===== config.mk =====
export PLATFORM = sky130hd
export DESIGN_NAME = rx78_ioctl_upload
export DESIGN_NICKNAME = d
export VERILOG_FILES = /design/src/rtl/rx78_pkg.sv /design/src/rtl/rx78_ioctl_upload.sv
export SDC_FILE = /design/constraint.sdc
export NUM_CORES = 1
export LEC_CHECK = 0
export CAP_MARGIN = 10
export CORE_UTILIZATION = 40
export DETAILED_ROUTE_END_ITERATION = 16
export MAX_ROUTING_LAYER = met4
export PLACE_DENSITY = 0.82
export SLEW_MARGIN = 20
export SYNTH_ARGS = -nofsm -noshare
export SYNTH_HDL_FRONTEND = slang
export SYNTH_SLANG_ARGS = --single-unit
export TNS_END_PERCENT = 20

===== constraint.sdc =====
create_clock -name clk_sys -period 1.9 [get_ports clk_sys]
set_input_delay 0.38 -clock clk_sys [delete_from_list [all_inputs] [get_ports clk_sys]]
set_output_delay 0.38 -clock clk_sys [all_outputs]
set_load 0.05 [all_outputs]

===== src/rtl/rx78_pkg.sv =====
`default_nettype none
// ============================================================================
// Module : rx78_pkg
// Brief  : Shared types and constants for the rx78 ioctl upload/download paths.
// Rev    : 1.0  initial release
// ============================================================================
package rx78_pkg;

  typedef enum logic [1:0] {
    UP_IDLE = 2'd0,
    UP_REQ  = 2'd1,
    UP_LAT  = 2'd2
  } up_state_t;

  localparam int         IOCTL_AW   = 25;
  localparam logic [7:0] CART_INDEX = 8'd1;

endpackage
`default_nettype wire


===== src/rtl/rx78_ioctl_upload.sv =====
`default_nettype none
// ============================================================================
// Module : rx78_ioctl_upload
// Brief  : Serves HPS ioctl upload byte reads from cartridge/work BRAM.
// Rev    : 1.0  initial release
// ============================================================================
module rx78_ioctl_upload
  import rx78_pkg::*;
#(
  parameter int         ADDR_W     = 15,
  parameter int         SIZE       = 32768,
  parameter logic [7:0] INDEX      = CART_INDEX,
  parameter int         RD_LATENCY = 1,
  parameter logic [7:0] FILL       = 8'hFF
) (
  input  logic                clk_sys,
  input  logic                reset,
  input  logic                ioctl_upload,
  input  logic [7:0]          ioctl_index,
  input  logic                ioctl_rd,
  input  logic [IOCTL_AW-1:0] ioctl_addr,
  output logic [7:0]          ioctl_din,
  output logic                ioctl_wait,
  output logic                mem_req,
  input  logic                mem_gnt,
  output logic [ADDR_W-1:0]   mem_addr,
  input  logic [7:0]          mem_rdata,
  output logic                busy,
  output logic                upload_done,
  output logic [IOCTL_AW-1:0] byte_count
);

  localparam logic [IOCTL_AW-1:0] c_size     = IOCTL_AW'(SIZE);
  localparam logic [1:0]          c_lat_init = 2'(RD_LATENCY - 1);

  up_state_t   r_state;
  up_state_t   w_next;
  logic [1:0]  r_lat_cnt;
  logic        r_upload_q;

  logic w_index_ok;
  logic w_in_range;
  logic w_hit;
  logic w_start;
  logic w_fill;
  logic w_capture;
  logic w_rise;
  logic w_fall;
  logic w_inc;

  assign w_index_ok = (ioctl_index == INDEX);
  assign w_in_range = (ioctl_addr < c_size);
  assign w_hit      = ioctl_upload & w_index_ok & ioctl_rd;
  assign w_start    = (r_state == UP_IDLE) & w_hit & w_in_range;
  assign w_fill     = (r_state == UP_IDLE) & w_hit & ~w_in_range;
  assign w_capture  = (r_state == UP_LAT) & ioctl_upload & (r_lat_cnt == 2'd0);
  assign w_rise     = ioctl_upload & ~r_upload_q & w_index_ok;
  assign w_fall     = ~ioctl_upload & r_upload_q & w_index_ok;
  assign w_inc      = w_fill | w_capture;

  // State register
  always_ff @(posedge clk_sys or posedge reset) begin
    if (reset) r_state <= UP_IDLE;
    else       r_state <= w_next;
  end

  // Next-state logic; a dropped session aborts any read in flight
  always_comb begin
    w_next = r_state;
    case (r_state)
      UP_IDLE: if (w_start) w_next = UP_REQ;
      UP_REQ: begin
        if (!ioctl_upload) w_next = UP_IDLE;
        else if (mem_gnt)  w_next = UP_LAT;
      end
      UP_LAT: begin
        if (!ioctl_upload || r_lat_cnt == 2'd0) w_next = UP_IDLE;
      end
      default: w_next = UP_IDLE;
    endcase
  end

  // Outputs
  always_comb begin
    mem_req    = (r_state == UP_REQ);
    busy       = (r_state != UP_IDLE);
    ioctl_wait = (r_state != UP_IDLE) | (w_hit & w_in_range);
  end

  always_ff @(posedge clk_sys or posedge reset) begin
    if (reset) begin
      r_lat_cnt   <= 2'd0;
      r_upload_q  <= 1'b0;
      mem_addr    <= '0;
      ioctl_din   <= 8'h00;
      byte_count  <= '0;
      upload_done <= 1'b0;
    end else begin
      r_upload_q  <= ioctl_upload;
      upload_done <= w_fall;

      if (w_start) mem_addr <= ioctl_addr[ADDR_W-1:0];

      if (r_state == UP_REQ && mem_gnt)
        r_lat_cnt <= c_lat_init;
      else if (r_state == UP_LAT && r_lat_cnt != 2'd0)
        r_lat_cnt <= r_lat_cnt - 2'd1;

      if (w_fill)         ioctl_din <= FILL;
      else if (w_capture) ioctl_din <= mem_rdata;

      // A read landing on the session's first cycle counts after the clear
      if (w_rise)     byte_count <= IOCTL_AW'(w_inc);
      else if (w_inc) byte_count <= byte_count + 1'b1;
    end
  end

endmodule
`default_nettype wire


==> results of run 1 <==
[timing repair]
action,CTS,global route
endpoints found under the hold margin,0,0
resized for setup,79,45
endpoints found under the setup margin,50,52
buffers inserted,5,0
pin swaps,18,26
cloned,1,0
[synthesized netlist by cell type, types with 2 or more instances]
cell	count	area, µm²
a21oi_1	24	120
dfrtp_1	54	1350
o21ai_0	18	90.1
xnor2_1	2	17.5
or4_1	4	30.0
nand4_1	7	43.8
nor4_1	4	25.0
nor3_1	2	10.0
nor3b_1	2	15.0
inv_1	7	26.3
nand4bb_1	3	33.8
nand4b_1	2	17.5
and4_1	4	35.0
a31o_2	2	17.5
buf_6	2	22.5
nand3_1	17	85.1
or3_1	17	106
nand2_1	32	120
o31ai_1	3	22.5
ha_1	2	25.0
clkbuf_1	8	30.0
mux2_2	15	169
o21a_1	2	15.0
nor2_1	12	45.0
[power breakdown]
group | internal, W | switching [W]
combinational | 0.000139 | 0.000147
clock | 0.000434 | 0.000398
sequential | 0.00117 | 0.0000129
total | 0.00174 | 0.000558
[kinds of logic after synthesis]
logic type	after synthesis	synth area share
AOI/OAI and AO/OA	52	0.111
xor gates and xnor gates	2	0.00669
adders and majority gates	2	0.00955
buffers and inverters	20	0.0353
DFF	54	0.516
muxes	16	0.0683
and+or+nand+nor	117	0.254
[metrics by stage]
| stage | area (µm²) | power (W) | utilization |
|---|---|---|---|
| after floorplan | 2690 | 0.00131 | - |
| after global placement | 3990 | 0.00148 | 0.629 |
| after detailed placement | 3990 | 0.00148 | 0.629 |
| after CTS | 4270 | 0.00231 | 0.672 |
| after global routing | 4420 | 0.00238 | 0.695 |
| final | 4420 | 0.00230 | 0.695 |
[final cells by class]
class                   instances  area share
inverters                       7     0.00595
repair buffers                144       0.312
clock buffers                   6      0.0187
multi-input cells             189       0.324
flip-flops and latches         54       0.309
well taps                      77      0.0218
clock inverters                 2     0.00878
[critical path, cell delays in order]
cell and delay, ns:
clkdlybuf4s15_2 0.20, nor4_4 0.29, nand4_1 0.18, or3_4 0.39
nand2b_4 0.09, buf_12 0.13
[how the worst min path moves through the flow]
| stage | start | endpoint | slack, ns |
|---|---|---|---|
| floorplan | ioctl_upload | r_upload_q | 0.41 |
| global placement | ioctl_din[3] | ioctl_din[3] | 0.48 |
| detailed placement | ioctl_din[1] | ioctl_din[1] | 0.48 |
| CTS | reset | mem_addr[0] | 0.32 |
| global route | reset | mem_addr[3] | 0.34 |
| finish | reset | mem_addr[10] | 0.32 |
[metal layers]
layer  global-route usage  share of wire  wire length [µm]
met1                0.294           0.42              3270
met5                    -              0                 0
met4               0.0455         0.0070                54
met2                0.387           0.52              4020
met3               0.0378          0.049               378
[state kept, by name, summed over array words and instances (netlist names)]
signal       flops
r_lat_cnt        2
upload_done      1
byte_count      25
r_upload_q       1
r_state          2
mem_addr        15
ioctl_din        8
[cells in the final DEF (no fill, tap or decap), types with 2 or more instances in the layout]
master / Yosys / routed
buf_12: 0 / 6
a21oi_2: 0 / 6
nand4b_1: 2 / 2
nand3_1: 17 / 17
xnor2_1: 2 / 2
or3_4: 0 / 2
buf_4: 0 / 62
dfrtp_1: 54 / 45
nor4_4: 0 / 4
nand4bb_1: 3 / 2
or3_1: 17 / 15
clkdlybuf4s15_2: 0 / 2
nor3_1: 2 / 2
mux2_4: 0 / 14
nor2_2: 0 / 4
or4_4: 0 / 2
o21ai_1: 0 / 2
clkdlybuf4s50_1: 0 / 31
or4_1: 4 / 2
clkbuf_8: 0 / 6
o21a_1: 2 / 2
nor2_1: 12 / 8
a31o_2: 2 / 2
dfrtp_2: 0 / 9
buf_6: 2 / 13
inv_2: 0 / 3
nand2_1: 32 / 32
o21ai_0: 18 / 16
dlygate4sd2_1: 0 / 8
ha_4: 0 / 2
inv_1: 7 / 4
o31ai_1: 3 / 2
dlymetal6s2s_1: 0 / 17
a21oi_1: 24 / 17
nand4_1: 7 / 7
and4_1: 4 / 4
buf_2: 1 / 4
==> out/qor.tcl, run 1 <==
set qor(critPathMaxFanout) 2
set qor(max-vdd-ir-drop_mv) 0.326
set qor(timing.slew.headroom) 0.650
set qor(final_layout_size_suffix_gt1_frac) 0.386
set qor(synth_enable_flop_cells) 0
set qor(largest_net_degree_at_the_start_of_global_routing) 43
set qor(period_needed_ns) 2.05
set qor(critical_path_class) {in -> out}
set qor(routed_wl_um) 7720
set qor(final.setup.tns_ns) -1.38
set qor(cts_made_buffers) 5
set qor(antenna_found_initial) 0
set qor(cts_hold_buf) 0
set qor(core.rowCount) 29
set qor(drt_first_iter_violations) 174
set qor(regArea_um2) 1360
set qor(r2r-start) {r_state[1]}
set qor(grt_first_pass_wirelength_um) 12500
set qor(routed_via_density) 5.51
set qor(post_route_hold_slack_ns) 0.319
set qor(count_of_final_max_slew_check_failures) 0
set qor(fin_ws_ns) -0.148
set qor(num_ports) 98
set qor(violations) {setup timing}
set qor(tightestPinTransition_ns) 0.524
set qor(setup_violations) 22
set qor(worst_setup_hold_path_clk_slew_ns) 0.11
set qor(numPortBuffers) 97
set qor(syn_avg_cell_area_um2) 9.96
set qor(start_kind) {input pin}
set qor(syn_inst) 263
set qor(track_usage) 0.230
set qor(ys_seq_area_frac) 0.516
set qor(clockRootBuffer) {clkbuf_8}
set qor(ys_types) 42
set qor(place.detailed.instances) 465
set qor(drv.max_cap_violation_count) 0
set qor(diodes) 0
set qor(achievable_frequency_ghz) 0.488
set qor(final_min_period_over_clock_period) 1.08
set qor(required_ns) 1.52
set qor(start_util) 0.413
set qor(post_layout_nonfiller_instances) 479
set qor(drc) 0
set qor(post-dp-hpwl_um) 5370
set qor(leakage_nw) 2.21
set qor(critPathLaunch) {ioctl_addr[24]}
set qor(yosysWarningCount) 0
set qor(globalplace.congestion) 0.826
set qor(pre_cts_ws_ns) -0.759
set qor(multi_input_area_um2) 1430
set qor(clkSinkCount) 54
set qor(worstReg2RegEnd) {byte_count[15]}
set qor(flow.area_growth_from_synthesis_pct) 68.5
set qor(clk_latency_ns) 0.31
set qor(die_height_um) 82.9
set qor(dr_total_vias) 2641
set qor(ff2ff_setup_slack_ns) -0.07
set qor(drt-pass1-iter-count) 6
set qor(status) {finished with violations}
set qor(clock_tree.buffer_depth) 2
set qor(yosys_register_bits) 54
set qor(dominantRegCellSynth) {dfrtp_1}
set qor(grt_setup_unrepaired) {true}
set qor(antenna_left) 0
set qor(tritoncts) {built}
set qor(setup.worst_path.end_class) {output pin}
set qor(worst_clock_skew_ns) 0.0138
set qor(final.fill_count) 474
set qor(vias_in_the_first_global_route) 2584
set qor(synth_area_um2) 2620
set qor(die_ar_um2) 6880
set qor(drt-wirelength-per-cell_um) 16.1
set qor(async_s_r_ff_share_synth) 1.00
set qor(global_route.overflow_total) 0
set qor(crit_arrival_ns) 1.67
set qor(syn_nets) 311
set qor(holdCritPathClass) {in -> async}
set qor(cellPowerDensity_nw_per_um2) 521
set qor(finalHoldViolCount) 0
set qor(cts-htree-levels) 2
set qor(fp.coreArea_um2) 6350
set qor(r2r.worst_path.cells) 6
set qor(numnets_final) 449
set qor(die_w_um) 82.9
set qor(worstSetupEndpoint) {ioctl_wait}
No activity file was read; power rests on OpenSTA's default activity.
==> run 2: changes to the inputs <==
CAP_MARGIN = 20   (was 10)
PLACE_DENSITY = 0.76   (was 0.82)
==> run 2 against run 1 <==
- the run still ends with setup timing left
- routed wire length grew 9.6%
- largest cell class unchanged
- fmax grew 1.5%
- sequential share of layout area shrank 0.94 points
- via count grew 4.1%
==> out/qor.tcl, run 2 (synthesis gave the netlist of run 1 again) <==
set qor(r2r.worst_path.cells) 5 ;# was 6
set qor(violations) {setup timing} ;# unchanged
set qor(drv.max_cap_violation_count) 0 ;# unchanged
set qor(tightestPinTransition_ns) 0.521 ;# was 0.524 ns
set qor(globalplace.congestion) 0.825 ;# was 0.826
set qor(final_layout_size_suffix_gt1_frac) 0.440 ;# was 0.386
set qor(max-vdd-ir-drop_mv) 0.322 ;# was 0.326 mV
set qor(achievable_frequency_ghz) 0.496 ;# was 0.488 GHz
set qor(status) {finished with violations} ;# unchanged
set qor(place_area_um2) 4000 ;# was 3990 µm²
set qor(start_util) 0.413 ;# unchanged
set qor(cts_hold_buf) 0 ;# unchanged
set qor(die_height_um) 82.9 ;# unchanged
set qor(flow.area_growth_from_synthesis_pct) 73.6 ;# was 68.5%
set qor(period_needed_ns) 2.02 ;# was 2.05 ns
set qor(fp.coreArea_um2) 6350 ;# unchanged
set qor(routed_via_density) 5.59 ;# was 5.51
set qor(antenna_found_initial) 1 ;# was 0
set qor(gr-usage-met3) 0.0596 ;# was 0.0378
set qor(tritoncts) {built} ;# unchanged
set qor(critical_path_class) {in -> out} ;# unchanged
set qor(track_usage) 0.244 ;# was 0.230
set qor(start_kind) {input pin} ;# unchanged
set qor(global_route.overflow_total) 0 ;# unchanged
set qor(clockRootBuffer) {clkbuf_8} ;# unchanged
set qor(die_ar_um2) 6880 ;# unchanged
set qor(cellPowerDensity_nw_per_um2) 468 ;# was 521 nW/µm²
set qor(critPathLaunch) {ioctl_addr[24]} ;# unchanged
set qor(largest_net_degree_at_the_start_of_global_routing) 49 ;# was 43
set qor(final.setup.tns_ns) -1.44 ;# was -1.38 ns
set qor(clk_latency_ns) 0.31 ;# about the same
set qor(drt-pass1-iter-count) 4 ;# was 6
set qor(worstReg2RegEnd) {byte_count[21]} ;# was byte_count[15]
set qor(cts_made_buffers) 5 ;# unchanged
set qor(clock_tree.buffer_depth) 2 ;# unchanged
set qor(timing.slew.headroom) 0.652 ;# was 0.650
set qor(critPathMaxFanout) 2 ;# unchanged
set qor(dr_total_vias) 2748 ;# was 2641
set qor(gr-max-usage-layer) {met2} ;# unchanged
set qor(worst_setup_hold_path_clk_slew_ns) 0.10 ;# was 0.11 ns
set qor(setup.worst_path.end_class) {output pin} ;# unchanged
set qor(use_met2) 0.402 ;# was 0.387
set qor(final_min_period_over_clock_period) 1.06 ;# was 1.08
set qor(num_ports) 98 ;# unchanged
set qor(drt_first_iter_violations) 122 ;# was 174
set qor(clkSinkCount) 54 ;# unchanged
set qor(top_register) {byte_count} ;# unchanged
set qor(grt_first_pass_wirelength_um) 13100 ;# was 12500 µm
set qor(worstSetupEndpoint) {ioctl_wait} ;# unchanged
set qor(setup_violations) 31 ;# was 22
set qor(numPortBuffers) 97 ;# unchanged
set qor(met1_usage) 0.279 ;# was 0.294
set qor(post-dp-hpwl_um) 5330 ;# was 5370 µm
set qor(count_of_final_max_slew_check_failures) 0 ;# unchanged
set qor(fin_ws_ns) -0.118 ;# was -0.148 ns
set qor(drc) 0 ;# unchanged
set qor(required_ns) 1.52 ;# about the same
set qor(layout_top_registers) {byte_count: 25 flops, mem_addr: 15 flops, ioctl_din: 8 flops} ;# unchanged
set qor(cts-htree-levels) 2 ;# unchanged
set qor(finish.instance_area_um2) 4550 ;# was 4420 µm²
set qor(finalHoldViolCount) 0 ;# unchanged
set qor(holdCritPathClass) {in -> async} ;# unchanged
set qor(vias_in_the_first_global_route) 2780 ;# was 2584
set qor(core.rowCount) 29 ;# unchanged
set qor(grt_setup_unrepaired) {true} ;# unchanged
set qor(die_w_um) 82.9 ;# unchanged
set qor(leakage_nw) 2.12 ;# was 2.21 nW
set qor(routed_wl_um) 8460 ;# was 7720 µm
set qor(r2r-start) {byte_count[3]} ;# was r_state[1]
set qor(antenna_left) 0 ;# unchanged
set qor(drt-wirelength-per-cell_um) 17.2 ;# was 16.1 µm
set qor(crit_arrival_ns) 1.64 ;# was 1.67 ns
set qor(worst_clock_skew_ns) 0.0124 ;# was 0.0138 ns
set qor(layout.cells.most_common) {buf_4} ;# unchanged
set qor(ff2ff_setup_slack_ns) -0.02 ;# was -0.07 ns
set qor(final_cell_mix) {buf_4, dfrtp_1, clkdlybuf4s50_1} ;# was buf_4, dfrtp_1, nand2_1
set qor(final.fill_count) 443 ;# was 474
set qor(numnets_final) 461 ;# was 449
set qor(largest_register_ff_count) 25 ;# unchanged
[run 2: cell types whose count changed in the layout (fill, tap and decap cells not counted), moves of 3 or more]
cell             before  now
a21oi_1              17   11
buf_6                13   21
or3_1                15   10
or3_4                 2    7
o21ai_0              16   13
buf_4                62   67
clkdlybuf4s50_1      31   41
dlymetal6s2s_1       17    7
a21oi_2               6   11
[run 2: critical path, cell delays in order]
cell and delay (ns):
buf_6 0.09, nor4_4 0.32, nand4_1 0.17, or3_4 0.44, nand2b_4 0.09, buf_12 0.13
[run 2: how the worst min path moves through the flow]
stage,startpoint,to,slack [ns]
finish,reset,mem_addr[7],0.28
global route,reset,mem_addr[6],0.29
CTS,reset,mem_addr[3],0.29
detailed placement,ioctl_din[0],ioctl_din[0],0.48
global placement,ioctl_din[2],ioctl_din[2],0.48
floorplan,ioctl_upload,r_upload_q,0.41
[run 2: routing by layer]
metal | vias to the layer above | routed length (µm) | part of all wire
met2 | 119 | 4260 | 0.50
met5 | - | 0 | 0
met1 | 1340 | 3340 | 0.39
met3 | 33 | 535 | 0.063
met4 | 0 | 333 | 0.039
li1 | 1256 | - | -
[run 2: power breakdown]
group | switching [W] | leakage (nW) | internal, W | total (W)
combinational | 0.000152 | 1.35 | 0.000148 | 0.000300
clock | 0.000392 | 0.0450 | 0.000257 | 0.000650
sequential | 0.0000132 | 0.729 | 0.00117 | 0.00118
[run 2: final cells by class]
class / count / area [µm²] / area share
diodes: 1 / 2.50 / 0.000550
clock buffers: 6 / 72.6 / 0.0160
clock inverters: 2 / 10.0 / 0.00220
inverters: 7 / 26.3 / 0.00578
multi-input cells: 189 / 1500 / 0.329
flip-flops and latches: 54 / 1360 / 0.299
well taps: 77 / 96.3 / 0.0212
repair buffers: 156 / 1480 / 0.326
[run 2: what timing repair did]
action	in CTS	in global routing
cloned	1	1
buffers inserted	13	3
endpoints found under the setup margin	51	47
pin swaps	19	27
gates resized for setup	89	58
[run 2: through the flow]
stage | total power, W | worst slack, ns | std cells | hold WS [ns] | util
6_report | 0.00213 | -0.118 | 492 | 0.282 | 0.716
5_1_grt | 0.00219 | -0.166 | 492 | 0.293 | 0.716
4_1_cts | 0.00212 | -0.0952 | 488 | 0.288 | 0.680
3_5_place_dp | 0.00148 | -0.815 | 466 | 0.483 | 0.631
3_3_place_gp | 0.00148 | -0.743 | 466 | 0.478 | 0.631
2_1_floorplan | 0.00131 | -0.109 | 263 | 0.411 | -
==> run 3: changes to the inputs <==
SKIP_LAST_GASP = 1   (was default)
==> run 3 against run 2 <==
- the flow still finishes with violations (setup timing)
- critical path depth increased by 3
- sequential power about the same
- register-to-register slack got worse by 0.08 ns
- clock skew about the same
- combinational power about the same
- first-iteration DRC count decreased by 4.9%
==> out/qor.tcl, run 3 (synthesis gave the netlist of run 1 again) <==
set qor(critical_path_class) {in -> reg} ;# was in -> out
set qor(status) {finished with violations} ;# unchanged
set qor(start_util) 0.413 ;# unchanged
set qor(critPathMaxFanout) 8 ;# was 2
set qor(numPortBuffers) 97 ;# unchanged
set qor(crit_slowest_cell) {or3_4} ;# unchanged
set qor(share_comb_of_total_power) 0.143 ;# was 0.141
set qor(die_ar_um2) 6880 ;# unchanged
set qor(power.share.switching) 0.257 ;# was 0.262
set qor(power.clock.fraction) 0.300 ;# was 0.305
set qor(flow.area_growth_from_synthesis_pct) 70.6 ;# was 73.6%
set qor(drt_first_iter_violations) 116 ;# was 122
set qor(required_ns) 2.10 ;# was 1.52 ns
set qor(final_layout_size_suffix_gt1_frac) 0.412 ;# was 0.440
set qor(antenna_found_initial) 1 ;# unchanged
set qor(final_cell_mix) {buf_4, clkdlybuf4s50_1, dfrtp_1} ;# was buf_4, dfrtp_1, clkdlybuf4s50_1
set qor(setup_violations) 37 ;# was 31
set qor(ff2ff_setup_slack_ns) -0.10 ;# was -0.02 ns
set qor(largest_net_degree_at_the_start_of_global_routing) 49 ;# unchanged
set qor(track_usage) 0.240 ;# was 0.244
set qor(final_min_period_over_clock_period) 1.06 ;# about the same
set qor(global_route.overflow_total) 0 ;# unchanged
set qor(drv.max_cap_violation_count) 0 ;# unchanged
set qor(leakage_nw) 2.00 ;# was 2.12 nW
set qor(multi_input_area_um2) 1400 ;# was 1500 µm²
set qor(count_of_final_max_slew_check_failures) 0 ;# unchanged
set qor(critical_path.n_buffers_inverters) 4 ;# was 2
set qor(num_ports) 98 ;# unchanged
set qor(post-dp-hpwl_um) 5330 ;# unchanged
set qor(top_register) {byte_count} ;# unchanged
set qor(switching_power_w) 0.000544 ;# was 0.000557 W
set qor(clock_tree.buffer_depth) 2 ;# unchanged
set qor(routed_via_density) 5.54 ;# was 5.59
set qor(globalplace.congestion) 0.825 ;# unchanged
set qor(achievable_frequency_ghz) 0.497 ;# was 0.496 GHz
set qor(layout_top_registers) {byte_count: 25 flops, mem_addr: 15 flops, ioctl_din: 8 flops} ;# unchanged
set qor(intPower_w) 0.00157 ;# about the same
set qor(drc) 0 ;# unchanged
set qor(pwr-share-seq) 0.557 ;# was 0.554
set qor(die_height_um) 82.9 ;# unchanged
set qor(grt_first_pass_wirelength_um) 12900 ;# was 13100 µm
set qor(start_kind) {input pin} ;# unchanged
set qor(worst_clock_skew_ns) 0.0119 ;# was 0.0124 ns
set qor(clk_latency_ns) 0.31 ;# about the same
set qor(path_common_cell) {buf_6}
set qor(cts_made_buffers) 5 ;# unchanged
set qor(tightestPinTransition_ns) 0.511 ;# was 0.521 ns
set qor(tritoncts) {built} ;# unchanged
set qor(cts_hold_buf) 0 ;# unchanged
set qor(clockRootBuffer) {clkbuf_8} ;# unchanged
set qor(cellPowerDensity_nw_per_um2) 474 ;# was 468 nW/µm²
set qor(die_w_um) 82.9 ;# unchanged
set qor(vias_in_the_first_global_route) 2765 ;# was 2780
set qor(crit_arrival_ns) 2.21 ;# was 1.64 ns
set qor(fin_ws_ns) -0.113 ;# was -0.118 ns
set qor(cpPeakStageDelay_ns) 0.39 ;# was 0.44 ns
set qor(timing.slew.headroom) 0.659 ;# was 0.652
set qor(post_route_hold_slack_ns) 0.290 ;# was 0.282 ns
set qor(routed_wl_um) 8330 ;# was 8460 µm
set qor(violations) {setup timing} ;# unchanged
set qor(timing.critical_path.cells) {buf_6 > buf_6 > nor4_4 > nand2_1 > or3_4 > buf_6 > nor2_4 > clkbuf_16 > mux2_2} ;# was buf_6 > nor4_4 > nand4_1 > or3_4 > nand2b_4 > buf_12
set qor(crit_family) {simple AND/OR/NAND/NOR gates} ;# unchanged
set qor(grt_setup_unrepaired) {true} ;# unchanged
set qor(core.rowCount) 29 ;# unchanged
set qor(antenna_left) 0 ;# unchanged
set qor(numnets_final) 467 ;# was 461
set qor(drt-pass1-iter-count) 5 ;# was 4
set qor(layout.cells.most_common) {buf_4} ;# unchanged
set qor(pre_cts_ws_ns) -0.815 ;# unchanged
set qor(holdCritPathClass) {in -> async} ;# unchanged
set qor(finalHoldViolCount) 0 ;# unchanged
set qor(dr_total_vias) 2758 ;# was 2748
set qor(cts-htree-levels) 2 ;# unchanged
set qor(period_needed_ns) 2.01 ;# was 2.02 ns
set qor(setup.worst_path.end_class) {register} ;# was output pin
set qor(worst_setup_hold_path_clk_slew_ns) 0.09 ;# was 0.10 ns
set qor(fp.coreArea_um2) 6350 ;# unchanged
set qor(final.fill_count) 455 ;# was 443
set qor(regArea_um2) 1360 ;# unchanged
set qor(drt-wirelength-per-cell_um) 16.7 ;# was 17.2 µm
set qor(max-vdd-ir-drop_mv) 0.324 ;# was 0.322 mV
set qor(largest_register_ff_count) 25 ;# unchanged
set qor(clkSinkCount) 54 ;# unchanged
[run 3: changes by cell type in the layout (fill, tap and decap cells not counted), sizes merged]
cell	delta
buf	+6
dlygate4sd2	-1
dlymetal6s2s	-6
clkdlybuf4s50	+7
[run 3: cell type report]
type	instances	share of cell area
timing repair buffer	162	0.335
multi-input combinational	189	0.314
sequential	54	0.305
tap	77	0.0216
clock buffer	6	0.0162
inverter	7	0.00588
clock inverter	2	0.00224
antenna	1	0.000560
[run 3: worst register-to-register path: stages, from the launching register on]
cell and delay (ns):
dfrtp_1 0.42, inv_1 0.07, ha_1 0.19, nand4b_1 0.24, buf_4 0.22, buf_4 0.16, o31ai_1 0.09, buf_4 0.20
a21oi_1 0.08, a31o_2 0.23
[run 3: metrics by stage]
stage	area, µm²	cells	TNS, ns	total power, W	utilization
after floorplan	2690	263	-2.06	0.00131	-
after global placement	4000	466	-28.26	0.00148	0.631
after detailed placement	4000	466	-29.41	0.00148	0.631
after CTS	4280	488	-1.08	0.00212	0.674
after global routing	4470	498	-4.97	0.00220	0.704
final	4470	498	-2.11	0.00212	0.704
[run 3: metal layers]
metal / vias up / GRT usage / wire length [µm]
li1: 1274 / - / -
met3: 22 / 0.0557 / 509
met2: 112 / 0.394 / 4220
met1: 1350 / 0.281 / 3350
met4: 0 / 0.108 / 253
met5: - / - / 0
[run 3: worst paths after layout]
check                                     from       endpoint  cells past startpoint
worst max-delay path            ioctl_index[3]    mem_addr[6]                      9
worst min-delay path                     reset    mem_addr[3]                      2
worst max register to register    r_lat_cnt[0]  byte_count[2]                      9
worst min register to register    ioctl_din[0]   ioctl_din[0]                      2
max in group asynchronous                reset  byte_count[4]                      3
min in group clk_sys              ioctl_din[0]   ioctl_din[0]                      2
[run 3: timing repair]
item | 4_1_cts | 5_1_grt
endpoints found under the setup margin | 51 | 46
buffers inserted | 13 | 8
cloned | 1 | 2
resized for setup | 79 | 30
pin swaps | 18 | 20
[run 3: power groups by stage]
| stage | Combinational [W] | Clock (W) | Sequential, W |
|---|---|---|---|
| finish | 0.000302 | 0.000636 | 0.00118 |
| global route | 0.000321 | 0.000700 | 0.00118 |
| CTS | 0.000290 | 0.000652 | 0.00118 |
| detailed placement | 0.000281 | 0 | 0.00120 |
| global placement | 0.000274 | 0 | 0.00120 |
| floorplan | 0.0000483 | 0 | 0.00126 |
